===== config.mk =====
export PLATFORM = sky130hd
export DESIGN_NAME = pc_sequencer
export DESIGN_NICKNAME = d
export VERILOG_FILES = /design/src/rtl/pc_sequencer_pkg.sv /design/src/rtl/pc_sequencer_next_sel.sv /design/src/rtl/pc_sequencer.sv
export SDC_FILE = /design/constraint.sdc
export NUM_CORES = 1
export LEC_CHECK = 0
export ABC_AREA = 1
export CORE_ASPECT_RATIO = 1.4
export CORE_MARGIN = 3
export CORE_UTILIZATION = 50
export CTS_BUF_LIST = sky130_fd_sc_hd__clkbuf_8
export DETAILED_ROUTE_END_ITERATION = 8
export GPL_ROUTABILITY_DRIVEN = 0
export MAX_ROUTING_LAYER = met4
export PLACE_DENSITY = 0.9
export SYNTH_ARGS = -nofsm -noshare
export SYNTH_HDL_FRONTEND = slang
export SYNTH_HIERARCHICAL = 1
export SYNTH_SLANG_ARGS = --single-unit

===== constraint.sdc =====
create_clock -name clk -period 3.7 [get_ports clk]
set_clock_uncertainty 0.1 [all_clocks]
set_input_delay 0.74 -clock clk [delete_from_list [all_inputs] [get_ports clk]]
set_output_delay 0.74 -clock clk [all_outputs]
set_load 0.1 [all_outputs]

===== src/rtl/pc_sequencer_pkg.sv =====
// Shared types and constants for the next-PC controller: FSM states,
// redirect causes and the PC alignment helper.
package pc_seq_pkg;

    typedef enum logic [1:0] {
        PC_BOOT   = 2'd0,
        PC_RUN    = 2'd1,
        PC_BUBBLE = 2'd2
    } pc_state_e;

    typedef enum logic [1:0] {
        RD_NONE   = 2'd0,
        RD_BRANCH = 2'd1,
        RD_MRET   = 2'd2,
        RD_TRAP   = 2'd3
    } redirect_e;

    localparam logic [31:0] PC_INC16 = 32'd2;
    localparam logic [31:0] PC_INC32 = 32'd4;

    // Instruction addresses are halfword aligned, so bit 0 is always dropped.
    function automatic logic [31:0] align_pc(input logic [31:0] addr);
        return {addr[31:1], 1'b0};
    endfunction

endpackage


===== src/rtl/pc_sequencer_next_sel.sv =====
// Combinational next-PC priority mux: trap > mret > branch > stall > sequential.
// Also decides whether EX advances and what the EX valid bit becomes.
module pc_next_sel
    import pc_seq_pkg::*;
(
    input  logic        active,
    input  logic        accept_ex,
    input  logic        ex_valid,
    input  logic [31:0] pc,
    input  logic        ilen16,
    input  logic        stall,
    input  logic        br_taken,
    input  logic [31:0] br_target,
    input  logic        mret,
    input  logic [31:0] mepc,
    input  logic        trap_req,
    input  logic [31:0] trap_vector,
    output logic [31:0] pc_next,
    output logic        ex_valid_next,
    output logic        ex_advance,
    output redirect_e   cause
);

    logic [31:0] seq_inc;

    assign seq_inc = ilen16 ? PC_INC16 : PC_INC32;

    // While booting nothing moves; afterwards exactly one source wins.
    always_comb begin
        pc_next       = pc;
        ex_valid_next = ex_valid;
        ex_advance    = 1'b0;
        cause         = RD_NONE;
        if (active) begin
            if (trap_req) begin
                cause         = RD_TRAP;
                pc_next       = align_pc(trap_vector);
                ex_valid_next = 1'b0;
            end else if (mret && accept_ex) begin
                cause         = RD_MRET;
                pc_next       = align_pc(mepc);
                ex_valid_next = 1'b0;
            end else if (br_taken && accept_ex) begin
                cause         = RD_BRANCH;
                pc_next       = align_pc(br_target);
                ex_valid_next = 1'b0;
            end else if (!stall) begin
                pc_next       = align_pc(pc + seq_inc);
                ex_valid_next = 1'b1;
                ex_advance    = 1'b1;
            end
        end
    end

endmodule


===== src/rtl/pc_sequencer.sv =====
// Next-PC controller for the 3-stage core: owns the fetch PC, the EX PC/valid
// and the boot/run/bubble FSM, and reports trap EPC and retirement.
module pc_sequencer
    import pc_seq_pkg::*;
#(
    parameter logic [31:0] RESET_VECTOR = 32'h0000_0000
) (
    input  logic        clk,
    input  logic        reset,
    input  logic        ilen16_i,
    input  logic        stall_i,
    input  logic        br_taken_i,
    input  logic [31:0] br_target_i,
    input  logic        mret_i,
    input  logic [31:0] mepc_i,
    input  logic        trap_req_i,
    input  logic [31:0] trap_vector_i,
    output logic [31:0] pc_o,
    output logic [31:0] pc_ex_o,
    output logic        ex_valid_o,
    output logic        trap_ack_o,
    output logic [31:0] epc_o,
    output logic        retire_o,
    output logic [1:0]  cause_o
);

    pc_state_e   state_q;
    pc_state_e   state_d;
    logic [31:0] pc_q;
    logic [31:0] pc_ex_q;
    logic        ex_valid_q;

    logic [31:0] pc_next;
    logic        ex_valid_next;
    logic        ex_advance;
    redirect_e   cause;
    logic        active;
    logic        accept_ex;

    assign active    = (state_q != PC_BOOT);
    assign accept_ex = ex_valid_q && (state_q == PC_RUN);

    pc_next_sel u_next_sel (
        .active        (active),
        .accept_ex     (accept_ex),
        .ex_valid      (ex_valid_q),
        .pc            (pc_q),
        .ilen16        (ilen16_i),
        .stall         (stall_i),
        .br_taken      (br_taken_i),
        .br_target     (br_target_i),
        .mret          (mret_i),
        .mepc          (mepc_i),
        .trap_req      (trap_req_i),
        .trap_vector   (trap_vector_i),
        .pc_next       (pc_next),
        .ex_valid_next (ex_valid_next),
        .ex_advance    (ex_advance),
        .cause         (cause)
    );

    // Every redirect is followed by one bubble; a stall freezes the state.
    always_comb begin
        state_d = state_q;
        case (state_q)
            PC_BOOT: state_d = PC_RUN;
            PC_RUN, PC_BUBBLE: begin
                if (cause != RD_NONE) begin
                    state_d = PC_BUBBLE;
                end else if (!stall_i) begin
                    state_d = PC_RUN;
                end
            end
            default: state_d = PC_BOOT;
        endcase
    end

    always_ff @(posedge clk or posedge reset) begin
        if (reset) begin
            state_q    <= PC_BOOT;
            pc_q       <= RESET_VECTOR;
            pc_ex_q    <= RESET_VECTOR;
            ex_valid_q <= 1'b0;
        end else begin
            state_q    <= state_d;
            pc_q       <= pc_next;
            ex_valid_q <= ex_valid_next;
            if (ex_advance) begin
                pc_ex_q <= pc_q;
            end
        end
    end

    // A trap with no valid EX instruction resumes at the fetch PC instead.
    assign trap_ack_o = (cause == RD_TRAP);
    assign epc_o      = (trap_ack_o && !ex_valid_q) ? pc_q : pc_ex_q;
    assign retire_o   = ex_valid_q & ~stall_i & ~trap_req_i;
    assign cause_o    = cause;

    assign pc_o       = pc_q;
    assign pc_ex_o    = pc_ex_q;
    assign ex_valid_o = ex_valid_q;

endmodule


**After elaboration in Yosys (flattened, before gate mapping)**

Cells that the tools add are included.

- Add/sub/neg operators: 1
- Multipliers: 0
- Div/mod/pow operators: 0
- Magnitude comparators: 0
- Eq/ne operators: 5
- Shifts and indexed selects: 0
- Mux-type cells: 22
- Bitwise operators: 4
- Reduce and logical (&&, ||, !) cells: 10

Operators with widths:

| kind | count |
|---|---|
| 2-to-1 mux 32 bit | 5 |
| adder 32 bit | 1 |
| 2-to-1 mux 1 bit | 10 |
| 2-to-1 mux 2 bit | 5 |
| equality test 2 bit (second input constant) | 2 |
| logical AND 1 bit | 4 |
| != test 4 x 1 -> 1 bit (second input constant) | 1 |
| case mux 2 bit (2 select lines) | 1 |
| nonzero test 2 bit | 2 |
| 2-to-1 mux 3 bit | 1 |
| != test 3 bit (second input constant) | 1 |
| bitwise AND 1 bit | 2 |
| equality test 2 x 1 -> 1 bit (second input constant) | 1 |
| zero test 2 bit | 1 |
| inverter 1 bit | 2 |
| AND reduction 2 bit | 1 |
| OR reduction 2 bit | 1 |
| zero test 1 bit | 1 |

- Register bits after elaboration: 67
- Latch bits: 0
- RAM bits: 0
- Memory bits (read-only): 0
- Input port bits: 103
- Output and inout bits: 101
- Word-level logic and storage cells: 46
- Memories: 0

**Longest topological paths before layout**

- Depth after elaboration: 10
- Gate-level depth with buffers: 14
- Gate-level depth less buffers: 14

**Hierarchy**

Netlist, hierarchy kept.

Modules (own cells, without submodules):

| module | times used | cells an instance | area each (um^2) | seq. area each (um^2) |
|---|---|---|---|---|
| pc_sequencer | 1 | 264 | 2717.6 | 1676.6 |
| pc_next_sel | 1 | 582 | 2593.7 | 0.0 |

**Worst setup path after synthesis**

Ideal clock, no wire load.

- Path type: reg-to-output
- Start: register ex_valid_q, in the netlist ex_valid_o
- End: output port epc_o[10]
- Data arrival time: 4.842 ns
- Required time: 2.860 ns
- Slack: -1.982 ns
- Cell stages (with the launch flop): 12
- Buffers on the path: 1
- Cells stage by stage: dfrtp_1 -> nand2_1 -> inv_1 -> nand2_1 -> clkinv_1 -> nand2_1 -> a21oi_1 -> nand2_1 -> inv_2 -> nand2_4 -> buf_6 -> a21oi_2

- Longest elaborated chain between the ends: 9
- Elaborated cells between the ends (all ways): 11
- Those cells by class: eq/ne (1); mux (5); reduce/logical (5)

Ends and longest elaborated chain:

| what | RTL line | RTL |
|---|---|---|
| start: declaration | pc_sequencer.sv:31 | `logic ex_valid_q;` |
| start signal: assignment | pc_sequencer.sv:87 | `ex_valid_q <= ex_valid_next;` |
| logical AND 1 bit * | pc_sequencer.sv:41 | `assign accept_ex = ex_valid_q && (state_q == PC_RUN);` |
| via accept_ex | pc_sequencer.sv:38 | `logic accept_ex;` |
| logical AND 1 bit | pc_sequencer_next_sel.sv:43 | `end else if (br_taken && accept_ex) begin` |
| 2-to-1 mux 1 bit | pc_sequencer_next_sel.sv:43 |  |
| 2-to-1 mux 2 bit * | pc_sequencer_next_sel.sv:39 | `end else if (mret && accept_ex) begin` |
| 2-to-1 mux 2 bit * | pc_sequencer_next_sel.sv:35 | `if (trap_req) begin` |
| 2-to-1 mux 2 bit * | pc_sequencer_next_sel.sv:34 | `if (active) begin` |
| via cause_o[0] | pc_sequencer.sv:24 | `output logic [1:0] cause_o` |
| equality test 2 bit * | pc_sequencer.sv:95 | `assign trap_ack_o = (cause == RD_TRAP);` |
| via trap_ack_o | pc_sequencer.sv:21 | `output logic trap_ack_o,` |
| logical AND 1 bit * | pc_sequencer.sv:96 | `assign epc_o = (trap_ack_o && !ex_valid_q) ? pc_q : pc_ex_q;` |
| 2-to-1 mux 32 bit * | pc_sequencer.sv:96 |  |
| end: declaration | pc_sequencer.sv:22 | `output logic [31:0] epc_o,` |

The timed path passes the listed nets; every way through them passes the cells marked *.

**Worst setup path after layout**

- Start: input port br_taken_i
- End: output port epc_o[14]

- Longest elaborated chain between the ends: 8

Ends and longest elaborated chain:

| what | RTL line | RTL |
|---|---|---|
| start: declaration | pc_sequencer.sv:12 | `input logic br_taken_i,` |
| logical AND 1 bit | pc_sequencer_next_sel.sv:43 |  |
| 2-to-1 mux 1 bit | pc_sequencer_next_sel.sv:43 |  |
| 2-to-1 mux 2 bit | pc_sequencer_next_sel.sv:39 |  |
| 2-to-1 mux 2 bit | pc_sequencer_next_sel.sv:35 |  |
| 2-to-1 mux 2 bit | pc_sequencer_next_sel.sv:34 |  |
| equality test 2 bit | pc_sequencer.sv:95 |  |
| logical AND 1 bit | pc_sequencer.sv:96 |  |
| 2-to-1 mux 32 bit | pc_sequencer.sv:96 |  |

No other way between the ends.

==> reports/results.txt <==
Outcome = finished, final reports clean
Nets = 1143
Post-route minimum period = 3.61 ns
Yosys top cell area share = 31.6%
Most common cell after layout, fill and taps aside = nand2_1
Adder-cell area share of the yosys netlist = 1.55%
Hold_buf cts = 0
Worst hold slack = 0.454 ns
Total Die Area = 11900 µm²
Routed Antenna Nets = 0
Req. time, crit path = 2.86 ns
Post-Synth XOR/XNOR Area = 1.65%
Initial antenna violation count = 1
Crit path kind = in -> out
Max-cap violations = 0
Cell Area, Synth = 5310 µm²
Top Family by Delay on Critical Path = buffers and inverters
Post-CTS setup buffer count = 0
Critical path data arrival time = 2.77 ns
Final setup vio count = 0
Fill cells = 684
Worst slew margin = 31.3%
Initial DRC count = 582
Period utilization = 97.5%
Reg area = 1680 µm²
Worst Tran Pin Value = 1.03 ns
Worst skew pair latency = 0.36 ns
CORE AREA = 10100 µm²
CP max stage delay = 0.50 ns
Cts bufs inserted = 9
Max-slew violation count = 0
Vias/cell = 5.36
Synthesis-to-layout area growth = 53.7%
Crit end category = primary output
Post-route cell area = 8160 µm²
# IOs = 204
Clock Path Buffers = 2
Post-synthesis cell count = 846
Wire length per cell = 15.3 µm
Warning count from the yosys run = 6
CTS sink count = 67
WL final = 17900 µm
Die height = 128 µm
Synth top area cells = dfrtp_1 32%, nand2_1 19%, nor2_1 12%
H-tree lvl count = 3
Root Driver = clkbuf_8
Remaining DRCs = 0
Final Hold Fails = 0
Mux cell area share after synthesis = 0%
Initial core utilization = 52.5%
Vias in the first global route = 6057
Dpl cells = 1158
Share of layout cells above drive strength 1 = 15.4%
Worst-path clk slew = 0.07 ns
Final worst slack = 0.0931 ns
RSZ-0062 raised after global routing = no
# rows = 43
Worst slack, placed = 0.121 ns
Via count = 6284
Post-synth cell types = 36
1st-pass router iterations = 6
Placed Area = 7980 µm²
Global Route Usage Sum = 31.4%
Compound-cell area share of the yosys netlist = 13.3%
Largest net degree at the start of global routing = 65
Syn Nets = 955
Syn_area_per_cell = 6.28 µm²
Die W = 93.1 µm
Cell taking the most area after synthesis = dfrtp_1
Crit path max fanout = 18
Post-synthesis sequential area ratio = 31.6%
Commonest cells after routing, fill and taps aside = 260 x nand2_1, 165 x nor2_1, 138 x clkdlybuf4s50_1
TritonCTS clock tree = done
I/O Buffers = 200
Fmax = 277 MHz
Worst Setup Start Kind = input port
First-pass GRT wire length = 29200 µm
CP cell instances = clkdlybuf4s50_1 > nand2_4 > clkinv_4 > nand2_2 > a21oi_4 > nand2_2 > inv_8 > nand2_8 > buf_4 > nor2_1 > a21oi_4 > buf_12
Worst path bufs/invs = 5
Post-Synth Simple-Gate Area = 40.1%
Worst path slowest cell = clkdlybuf4s50_1
DP HPWL = 13600 µm
Multi-input gate area = 3300 µm²
Post-synthesis register bit count = 67
Congestion Overflow GR = 0
Largest family of logic cells by synthesized area = simple AND/OR/NAND/NOR gates
Finished Layout Cells = 1173
Hold crit path type = reg -> reg
Post-cts resize count = 0
[stage by stage]
step,utilization (%),setup TNS [ns]
3_3_place_gp,78.9,0
5_1_grt,80.7,0
2_1_floorplan,-,-3.87
4_1_cts,80.7,0
6_report,80.7,0
3_5_place_dp,78.9,0
[sequential cells by signal, indices dropped and copies added (netlist names)]
name	flops
ex_valid_o	1
pc_ex_o	32
pc_o	32
state_q	2
[layer usage]
layer  part of all wire, %  GRT usage, %  wire length, µm
met1                    37          36.8             6560
met4                   3.6          13.9              650
met3                   8.8          5.52             1570
met2                    51          52.8             9130
met5                     0             -                0
[synthesized netlist by cell type]
master / n
nand2_1: 264
nor2_1: 166
inv_1: 96
dfrtp_1: 67
o21ai_0: 48
nand3_1: 39
a21oi_1: 22
a21oi_2: 22
nand4_1: 15
buf_2: 11
o21ai_2: 11
buf_6: 9
clkbuf_1: 9
xor2_1: 9
nand2_2: 6
nor2_4: 6
ha_1: 5
nor2_2: 5
o211ai_1: 5
buf_1: 4
inv_2: 4
o21ai_1: 4
nand3_2: 3
nand2_4: 2
nand3b_1: 2
nor3_1: 2
and2_1: 1
and3_1: 1
bufbuf_8: 1
clkbuf_2: 1
clkbuf_8: 1
clkinv_1: 1
dlygate4sd1_1: 1
fa_1: 1
o21bai_1: 1
xnor2_1: 1
[path summary, 6_finish.rpt]
kind | start | endpoint | cells past startpoint | slack [ns]
worst max-delay path | br_taken_i | epc_o[14] | 12 | 0.09
worst min-delay path | pc_ex_o[27] | pc_ex_o[27] | 2 | 0.45
worst max register to register | pc_o[1] | pc_o[23] | 13 | 1.21
worst min register to register | pc_ex_o[27] | pc_ex_o[27] | 2 | 0.45
max in group asynchronous | reset | pc_ex_o[27] | 3 | 2.16
min in group asynchronous | reset | pc_ex_o[3] | 2 | 0.69
[worst register-to-register path: stages (launching register included)]
cell,delay [ns]
dfrtp_1,0.45
ha_1,0.21
inv_1,0.06
fa_1,0.41
nor2_2,0.23
nand3_2,0.17
nor2_4,0.22
nand3_1,0.10
nand2_1,0.07
nand3_1,0.13
nand2_1,0.11
nand2_1,0.05
nand2_1,0.05
nand2_1,0.04
[logic make-up (layout without fill, tap and decap cells)]
logic type	count (synthesis)	in the layout
buffers and inverters	138	329
DFF	67	67
xor gates and xnor gates	10	10
and+or+nand+nor	512	512
other	0	1
AOI/OAI and AO/OA	113	113
adders and majority gates	6	6
[area by class of cell]
| cell class | count | area share [%] |
|---|---|---|
| clock inverters | 4 | 0.536 |
| repair buffers | 214 | 29.9 |
| diodes | 1 | 0.0307 |
| multi-input cells | 641 | 40.4 |
| well taps | 135 | 2.07 |
| inverters | 101 | 4.86 |
| flip-flops and latches | 67 | 20.6 |
| clock buffers | 10 | 1.69 |
Power is left out: the tool's default activity adds up to more than one toggle a clock period on the data nets, which glitch-free logic cannot reach.
